### src/rtl/scr1_tapc_pkg.sv
// Shared constants and helpers for the TAPC data-register bank: status-bit layout
// of a DR chain and the length-to-mask helper used for every DR.
package scr1_tapc_pkg;

  localparam int unsigned SCR1_TAPC_DR_STAT_W    = 2;
  localparam int unsigned SCR1_TAPC_DR_STAT_VLD  = 0;
  localparam int unsigned SCR1_TAPC_DR_STAT_OVRN = 1;

  // Widest DR the mask helper can describe; callers slice the low bits they need.
  localparam int unsigned SCR1_TAPC_MASK_MAX_W   = 64;

  function automatic logic [SCR1_TAPC_MASK_MAX_W-1:0] scr1_tapc_len_mask(input int unsigned len);
    logic [SCR1_TAPC_MASK_MAX_W-1:0] m;
    m = '0;
    for (int b = 0; b < int'(SCR1_TAPC_MASK_MAX_W); b++) begin
      if (b < int'(len)) begin
        m[b] = 1'b1;
      end
    end
    return m;
  endfunction

endpackage

### src/rtl/scr1_tapc_dr_hsk.sv
// Per-DR valid/acknowledge tracker with a sticky overrun flag; one instance per DR.
module scr1_tapc_dr_hsk (
  input  logic clk,
  input  logic rst_n,
  input  logic rst_n_sync,
  input  logic upd,
  input  logic ack,
  input  logic cap_clr,
  output logic vld,
  output logic ovrn
);

  logic vld_q;
  logic vld_d;
  logic ovrn_q;
  logic ovrn_d;

  always_comb begin
    vld_d  = vld_q;
    ovrn_d = ovrn_q;
    if (cap_clr) begin
      ovrn_d = 1'b0;
    end
    if (upd) begin
      // An update landing on an unacknowledged shadow loses the older value.
      if (vld_q && !ack) begin
        ovrn_d = 1'b1;
      end
      vld_d = 1'b1;
    end else if (ack && vld_q) begin
      vld_d = 1'b0;
    end
  end

  always_ff @(posedge clk or negedge rst_n) begin
    if (!rst_n) begin
      vld_q  <= 1'b0;
      ovrn_q <= 1'b0;
    end else if (!rst_n_sync) begin
      vld_q  <= 1'b0;
      ovrn_q <= 1'b0;
    end else begin
      vld_q  <= vld_d;
      ovrn_q <= ovrn_d;
    end
  end

  assign vld  = vld_q;
  assign ovrn = ovrn_q;

endmodule

### src/rtl/scr1_tapc_dr_bank.sv
// Bank of JTAG data registers sharing one shift chain, with per-DR shadows and handshake.
// Define SCR1_TAPC_DR_STATUS_EN to prepend {ovrn, vld} status bits to every DR chain.
module scr1_tapc_dr_bank
  import scr1_tapc_pkg::*;
#(
  parameter  int unsigned               SCR1_DR_NUM                   = 3,
  parameter  int unsigned               SCR1_DR_WIDTH                 = 32,
  parameter  int unsigned               SCR1_DR_LEN [SCR1_DR_NUM]     = '{default: 32},
  parameter  logic [SCR1_DR_WIDTH-1:0]  SCR1_RESET_VALUE              = '0,
  localparam int unsigned               SCR1_DR_SEL_W                 =
    ($clog2(SCR1_DR_NUM) > 1) ? $clog2(SCR1_DR_NUM) : 1
) (
  input  logic                                        clk,
  input  logic                                        rst_n,
  input  logic                                        rst_n_sync,
  input  logic                                        fsm_dr_select,
  input  logic                                        fsm_dr_capture,
  input  logic                                        fsm_dr_shift,
  input  logic                                        fsm_dr_update,
  input  logic [SCR1_DR_SEL_W-1:0]                    dr_sel,
  input  logic                                        din_serial,
  input  logic [SCR1_DR_NUM-1:0][SCR1_DR_WIDTH-1:0]   din_parallel,
  output logic                                        dout_serial,
  output logic [SCR1_DR_NUM-1:0][SCR1_DR_WIDTH-1:0]   dout_parallel,
  output logic [SCR1_DR_NUM-1:0]                      dout_vld,
  input  logic [SCR1_DR_NUM-1:0]                      dout_ack,
  output logic [SCR1_DR_NUM-1:0]                      dout_ovrn
);

`ifdef SCR1_TAPC_DR_STATUS_EN
  localparam int unsigned STAT_W = SCR1_TAPC_DR_STAT_W;
`else
  localparam int unsigned STAT_W = 0;
`endif
  localparam int unsigned SHIFT_W = SCR1_DR_WIDTH + STAT_W;

  logic [SHIFT_W-1:0]                        shift_reg_q;
  logic [SHIFT_W-1:0]                        shift_reg_d;
  logic [SCR1_DR_NUM-1:0][SHIFT_W-1:0]       chain_img;
  logic [SCR1_DR_NUM-1:0][SHIFT_W-1:0]       chain_mask;
  logic [SCR1_DR_NUM-1:0][SCR1_DR_WIDTH-1:0] data_field;
  logic [SCR1_DR_NUM-1:0]                    dr_hit;
  logic [SCR1_DR_NUM-1:0]                    upd;
  logic [SCR1_DR_NUM-1:0]                    cap_clr;
  logic [SHIFT_W-1:0]                        cur_img;
  logic [SHIFT_W-1:0]                        cur_mask;
  logic [SHIFT_W-1:0]                        cur_top;

  for (genvar gi = 0; gi < SCR1_DR_NUM; gi++) begin : g_dr
    localparam logic [SCR1_TAPC_MASK_MAX_W-1:0] LEN_MASK  = scr1_tapc_len_mask(SCR1_DR_LEN[gi]);
    localparam logic [SCR1_DR_WIDTH-1:0]        DATA_MASK = LEN_MASK[SCR1_DR_WIDTH-1:0];

    logic [SCR1_DR_WIDTH-1:0] shadow_q;
    logic [SCR1_DR_WIDTH-1:0] shadow_d;

    assign dr_hit[gi] = (dr_sel == SCR1_DR_SEL_W'(gi));
    assign upd[gi]    = fsm_dr_select & fsm_dr_update & dr_hit[gi];

`ifdef SCR1_TAPC_DR_STATUS_EN
    assign chain_img[gi][SCR1_TAPC_DR_STAT_VLD]  = dout_vld[gi];
    assign chain_img[gi][SCR1_TAPC_DR_STAT_OVRN] = dout_ovrn[gi];
    assign chain_img[gi][SHIFT_W-1:STAT_W]       = din_parallel[gi] & DATA_MASK;
    assign chain_mask[gi]                        = {DATA_MASK, 2'b11};
    assign data_field[gi]                        = shift_reg_q[SHIFT_W-1:STAT_W] & DATA_MASK;
    // Reading the status bits out is what clears the overrun.
    assign cap_clr[gi]                           = fsm_dr_capture & dr_hit[gi];
`else
    assign chain_img[gi]  = din_parallel[gi] & DATA_MASK;
    assign chain_mask[gi] = DATA_MASK;
    assign data_field[gi] = shift_reg_q & DATA_MASK;
    assign cap_clr[gi]    = 1'b0;
`endif

    always_comb begin
      shadow_d = shadow_q;
      if (upd[gi]) begin
        shadow_d = data_field[gi];
      end
    end

    // Shadow loads mid-Update-DR so it is stable before vld rises on the next posedge.
    always_ff @(negedge clk or negedge rst_n) begin
      if (!rst_n) begin
        shadow_q <= SCR1_RESET_VALUE & DATA_MASK;
      end else if (!rst_n_sync) begin
        shadow_q <= SCR1_RESET_VALUE & DATA_MASK;
      end else begin
        shadow_q <= shadow_d;
      end
    end

    assign dout_parallel[gi] = shadow_q;

    scr1_tapc_dr_hsk i_hsk (
      .clk        (clk),
      .rst_n      (rst_n),
      .rst_n_sync (rst_n_sync),
      .upd        (upd[gi]),
      .ack        (dout_ack[gi]),
      .cap_clr    (cap_clr[gi]),
      .vld        (dout_vld[gi]),
      .ovrn       (dout_ovrn[gi])
    );
  end

  always_comb begin
    // Unmatched dr_sel falls through to a 1-bit chain capturing zero.
    cur_img  = '0;
    cur_mask = SHIFT_W'(1);
    for (int i = 0; i < int'(SCR1_DR_NUM); i++) begin
      if (dr_hit[i]) begin
        cur_img  = chain_img[i];
        cur_mask = chain_mask[i];
      end
    end
    cur_top = cur_mask & ~(cur_mask >> 1);

    shift_reg_d = shift_reg_q;
    if (fsm_dr_capture) begin
      shift_reg_d = cur_img;
    end else if (fsm_dr_shift) begin
      shift_reg_d = ((shift_reg_q >> 1) & cur_mask & ~cur_top)
                  | ({SHIFT_W{din_serial}} & cur_top);
    end
  end

  always_ff @(posedge clk or negedge rst_n) begin
    if (!rst_n) begin
      shift_reg_q <= '0;
    end else if (!rst_n_sync) begin
      shift_reg_q <= '0;
    end else begin
      shift_reg_q <= shift_reg_d;
    end
  end

  assign dout_serial = shift_reg_q[0];

endmodule

### config.mk
export PLATFORM = sky130hd
export DESIGN_NAME = scr1_tapc_dr_bank
export DESIGN_NICKNAME = d
export VERILOG_FILES = /design/src/rtl/scr1_tapc_pkg.sv /design/src/rtl/scr1_tapc_dr_hsk.sv /design/src/rtl/scr1_tapc_dr_bank.sv
export SDC_FILE = /design/constraint.sdc
export NUM_CORES = 1
export LEC_CHECK = 0
export ABC_AREA = 1
export BUFFER_PORTS_ARGS = -buffer_cell sky130_fd_sc_hd__buf_4
export CAP_MARGIN = 15
export CORE_UTILIZATION = 30
export CTS_BUF_LIST = sky130_fd_sc_hd__clkbuf_4 sky130_fd_sc_hd__clkbuf_8
export CTS_CLUSTER_DIAMETER = 200
export DETAILED_ROUTE_END_ITERATION = 7
export HOLD_SLACK_MARGIN = 0.15
export PLACE_DENSITY = 0.59
export SLEW_MARGIN = 20
export SYNTH_ARGS = -nofsm -noshare
export SYNTH_HDL_FRONTEND = slang
export SYNTH_HIERARCHICAL = 1
export SYNTH_SLANG_ARGS = --single-unit
export TNS_END_PERCENT = 50
### constraint.sdc
create_clock -name clk -period 0.8 [get_ports clk]
set_input_delay 0.12 -clock clk [delete_from_list [all_inputs] [get_ports clk]]
set_output_delay 0.12 -clock clk [all_outputs]
set_load 0.02 [all_outputs]
==> run summary, run 1 <==
Logic pwr share -> 0.172
chip height -> 150 um
critical-path cell list -> buf_6
top cells by area, synth -> dfrtn_1, dfrtp_1, nand2_1
global route overflow -> 0
Max Slew Vio Count -> 0
sequential power share -> 0.410
die area -> 22500 um^2
Post-DP HPWL -> 14960 um
CP delay by family, top -> flip-flops
# nets final -> 1390
synth unique cells -> 25
clock sink count -> 134
pre-CTS setup slack -> -690.0 ps
# H-tree levels -> 4
share of cells above drive strength 1 -> 0.4335
Power Total -> 0.01736 W
antenna violations before repair -> 0
Initial Util -> 0.3097
CTS tree -> done
area fraction of the dominant cell type after synthesis -> 0.3656
clk buf depth -> 2
Root Driver -> clkbuf_8
Clock Latency Late Sink -> 460 ps
static leakage -> 6.055 nW
Peak supply drop -> 1.049 mV
CP required -> 680 ps
io pins -> 212
antenna fix cells -> 0
number of global-route vias before repair -> 7155
I/O Buffers -> 211
power per cell area -> 1442 nW/um^2
setup TNS -> -110140 ps
setup violators final -> 231
DR vias -> 7317
Initial DRT Pass Iterations -> 5
Clk pwr share -> 0.418
clock skew -> 61.35 ps
Hold Worst Slack -> -281.8 ps
Slowest-stage cell, CP -> dfrtn_1
Mapped Area -> 6571 um^2
global-route wire length before repair -> 37110 um
hold buffers post-CTS -> 94
internal power -> 0.01303 W
DRC viols -> 0
Routed WL -> 23540 um
DR WL/cell -> 15.00 um
Routed Antenna Nets -> 0
Die W -> 150 um
Tot GR Track Use -> 0.2125
CP peak stage delay -> 480 ps
crit path buf inv count -> 1
Vias/cell -> 4.663
Sw Share -> 0.2495
Synth Register Bits -> 134
startpoint types -> flip-flop
NetSw -> 0.004333 W
Worst Setup End Kind -> primary output
Synth Instances -> 818
1st-iter DRT viols -> 489
synth warn -> 6
final worst slack -> -752.0 ps
critical path class -> flip-flop to primary output
largest net degree at the start of global routing -> 63
Arrival @ worst endpoint -> 1430 ps
RSZ-0062 raised after global routing -> true
Num CTS Buffers -> 17
final weighted congestion in routability-driven placement -> 0.7867
violated checks -> negative hold slack, negative setup slack
post-synthesis cell type with the largest combined area -> dfrtn_1
worst-path fanout max -> 2
Area growth, synth to finish -> 83.21%
register area share after synthesis -> 0.5103
Clock transition at path regs -> 70 ps
Cell Rows -> 53
Core Box Area -> 21220 um^2
Hold Vio Cnt, Final -> 43
hold crit path type -> input pin to asynchronous set/reset pin
outcome -> finished with violations
max cap viols -> 0
syn_area_per_cell -> 8.033 um^2
-- layout by cell type (no fill, tap or decap) --
master         count
buf_4            293
nand2_1          209
nand3_1          124
buf_6            106
dfrtn_1           96
dlygate4sd3_1     94
o21ai_1           71
inv_1             42
dfrtp_1           38
nand2_2           32
nand3_2           32
a21oi_1           28
o21ai_2           27
clkbuf_8          19
nand4_1           16
buf_12            16
bufinv_16          7
nand2_4            6
nor2_1             6
a21oi_2            6
inv_4              5
nor2_2             4
inv_2              3
nand3b_1           3
nor3_1             3
conb_1             3
clkinv_4           2
nor2_4             1
clkbuf_4           1
clkinv_2           1
-- layer usage --
layer | GRT usage | wire (um) | up-vias | part of all wire
li1 | - | - | 3631 | -
met1 | 0.2974 | 11100 | 3368 | 0.47
met2 | 0.3278 | 10800 | 282 | 0.46
met3 | 0.03384 | 1185 | 36 | 0.050
met4 | 0.08131 | 447 | 0 | 0.019
met5 | 0 | 0 | - | 0
-- what timing repair did --
| action | CTS | global route |
|---|---|---|
| hold endpoints to repair | 172 | 135 |
| buffers inserted | 31 | 41 |
| setup endpoints to repair | 230 | 234 |
| resized for setup | 162 | 38 |
| pin swaps | 24 | 13 |
-- registers in the layout, indices dropped and copies added (netlist names) --
signal	cells
shift_reg_q	32
g_dr.i_hsk/ovrn	3
g_dr.shadow_q	96
g_dr.i_hsk/vld	3
-- cell usage after synthesis (all sizes together) --
master and n:
nand2 247, nand3 156, o21ai 98, dfrtn 96, buf 54, inv 48
dfrtp 38, a21oi 34, nand4 16, clkbuf 13, nor2 11, nand3b 3
nor3 3, conb 1
-- power by group through the flow --
stage | logic, W | clock network (W) | registers [W]
final | 0.00299 | 0.00725 | 0.00712
after global routing | 0.00326 | 0.00773 | 0.00713
after CTS | 0.00283 | 0.00741 | 0.00711
after detailed placement | 0.00236 | 0 | 0.00721
after global placement | 0.00235 | 0 | 0.00721
after floorplan | 0.00101 | 0 | 0.00726
-- through the flow --
| stage | instances | utilization | area, um^2 |
|---|---|---|---|
| floorplan | 820 | - | 6755 |
| global placement | 1371 | 0.4436 | 9413 |
| detailed placement | 1371 | 0.4436 | 9413 |
| CTS | 1528 | 0.5464 | 11590 |
| global route | 1569 | 0.5673 | 12040 |
| finish | 1569 | 0.5673 | 12040 |
-- cell type report --
class | count | area, um^2
clock buffer | 20 | 269.0
clock inverter | 12 | 245.2
fill | 1800 | 9181
inverter | 48 | 187.7
multi-input combinational | 571 | 2985
sequential | 134 | 3353
tap | 275 | 344.1
timing repair buffer | 509 | 4654
-- worst paths after layout --
kind                                       from                   end  slack (ps)  cells after the start
hold / removal                            rst_n     g_dr[1].i_hsk/vld        -280                      2
max in group asynchronous                 rst_n   g_dr[1].shadow_q[4]         520                      2
setup / recovery           g_dr[1].shadow_q[17]     dout_parallel[49]        -750                      1
hold reg to reg             g_dr[1].shadow_q[4]   g_dr[1].shadow_q[4]         490                      2
setup reg to reg                shift_reg_q[31]  g_dr[1].shadow_q[31]        -460                      2
min in group clk               din_parallel[93]       shift_reg_q[29]         130                      6
-- logic make-up after synthesis --
kind of cell | Yosys count | share of synthesized area
buffers and inverters | 115 | 0.09501
other | 1 | 0.0005707
and+or+nand+nor | 436 | 0.2913
DFF | 134 | 0.5103
AOI/OAI and AO/OA | 132 | 0.1028
Note: power is estimated with default switching activity, not from simulation.
==> inputs of run 2 (changes only) <==
- CTS_CLUSTER_DIAMETER: 200 -> 150
- PLACE_DENSITY: 0.59 -> 0.57
- TNS_END_PERCENT: 50 -> 100
- clock period: 0.8 -> 1.5 ns (I/O delays scaled with it)
==> run summary, run 2 (synthesis gave the netlist of run 1 again) <==
outcome -> finished with violations
violated checks -> negative setup slack
Routed WL -> 21680 um
static leakage -> 5.902 nW
placed insts -> 1377
Top Registers -> g_dr.shadow_q: 96 flops, shift_reg_q: 32 flops
Initial Util -> 0.3097
Worst Setup End Kind -> primary output
critical-path cell list -> buf_6
startpoint types -> flip-flop
Slowest-stage cell, CP -> dfrtn_1
Finished Layout Cells -> 1524
Largest Register -> g_dr.shadow_q
CTS tree -> done
commonest non-fill, non-tap cell in the layout -> buf_4
antenna fix cells -> 0
number of global-route vias before repair -> 6457
most frequent cells in the layout -> buf_4, nand2_1, nand3_1, buf_6, dfrtn_1
Clock transition at path regs -> 80 ps
# H-tree levels -> 4
max cap viols -> 0
crit path buf inv count -> 1
Clock Latency Late Sink -> 440 ps
I/O Buffers -> 211
CP delay by family, top -> flip-flops
final worst slack -> -480.8 ps
Largest register FFs -> 96
CP peak stage delay -> 470 ps
Power Total -> 0.008712 W
RSZ-0062 raised after global routing -> true
Hold Vio Cnt, Final -> 0
clock skew -> 52.72 ps
Die W -> 150 um
clk buf depth -> 2
global-route wire length before repair -> 34020 um
share of cells above drive strength 1 -> 0.4700
Routed Antenna Nets -> 0
CP required -> 1270 ps
Root Driver -> clkbuf_8
final weighted congestion in routability-driven placement -> 0.7588
global route overflow -> 0
Initial DRT Pass Iterations -> 5
critical path class -> flip-flop to primary output
chip height -> 150 um
power per cell area -> 753.3 nW/um^2
fillers -> 1960
1st-iter DRT viols -> 383
largest net degree at the start of global routing -> 53
worst-path fanout max -> 2
Peak supply drop -> 0.3837 mV
Multi-input gate area -> 3055 um^2
final cell utilization of the core -> 0.5450
DRC viols -> 0
setup violators final -> 192
DR vias -> 7021
Arrival @ worst endpoint -> 1760 ps
Cell Rows -> 53
io pins -> 212
hold crit path type -> input pin to flip-flop
Vias/cell -> 4.607
Core Box Area -> 21220 um^2
Num CTS Buffers -> 17
FF+latch area -> 3353 um^2
# nets final -> 1345
Hold Worst Slack -> 190.7 ps
die area -> 22500 um^2
antenna violations before repair -> 0
Max Slew Vio Count -> 0
Post-DP HPWL -> 15110 um
Tot GR Track Use -> 0.1947
clock sink count -> 134
DR WL/cell -> 14.23 um
Area growth, synth to finish -> 75.99%
==> run 2: final cells by class <==
class                           instances  area share
Tap cell                              275     0.02975
Inverter                               48     0.01601
Sequential cell                       134      0.2900
Timing Repair Buffer                  464      0.3604
Clock buffer                           26     0.03040
Multi-Input combinational cell        571      0.2642
Clock inverter                          6    0.009304
==> run 2: path summary, 6_finish.rpt <==
| kind | slack, ps | from | depth (start not counted) | end |
|---|---|---|---|---|
| setup / recovery | -480 | g_dr[1].shadow_q[18] | 1 | dout_parallel[50] |
| hold / removal | 190 | din_parallel[81] | 7 | shift_reg_q[17] |
| setup reg to reg | -70 | shift_reg_q[11] | 2 | g_dr[2].shadow_q[11] |
| hold reg to reg | 490 | g_dr[2].shadow_q[8] | 2 | g_dr[2].shadow_q[8] |
| max in group asynchronous | 190 | rst_n | 3 | g_dr[1].shadow_q[3] |
| min in group asynchronous | 380 | rst_n | 3 | g_dr[0].i_hsk/vld |
==> run 2: repair_timing <==
action / in CTS / in global routing
resized for setup: 157 / 53
pin swaps: 16 / 7
hold buffers: 40 / 0
setup endpoints to repair: 192 / 192
gates cloned: 1 / 0
setup buffers: 39 / 35
hold endpoints to repair: 66 / 0
==> run 2: where the power goes <==
part | total [W] | internal (W) | switching (W)
logic | 0.00150 | 0.000746 | 0.000750
registers | 0.00379 | 0.00372 | 0.0000753
clock network | 0.00342 | 0.00202 | 0.00140
==> run 2: per-stage QoR <==
stage | TNS, ps | area [um^2] | worst slack (ps)
6_report | -45080 | 11560 | -480.8
5_1_grt | -53930 | 11560 | -518.5
4_1_cts | -49230 | 11100 | -509.3
3_5_place_dp | -42340 | 9443 | -507.8
3_3_place_gp | -40910 | 9443 | -470.8
2_1_floorplan | -29580 | 6753 | -335.7
==> run 2: metal layers <==
metal	up-vias	global-route usage	routed length, um
li1	3546	-	-
met1	3231	0.2937	10740
met2	223	0.2775	9498
met3	21	0.03476	1125
met4	0	0.06263	320
met5	-	0	0
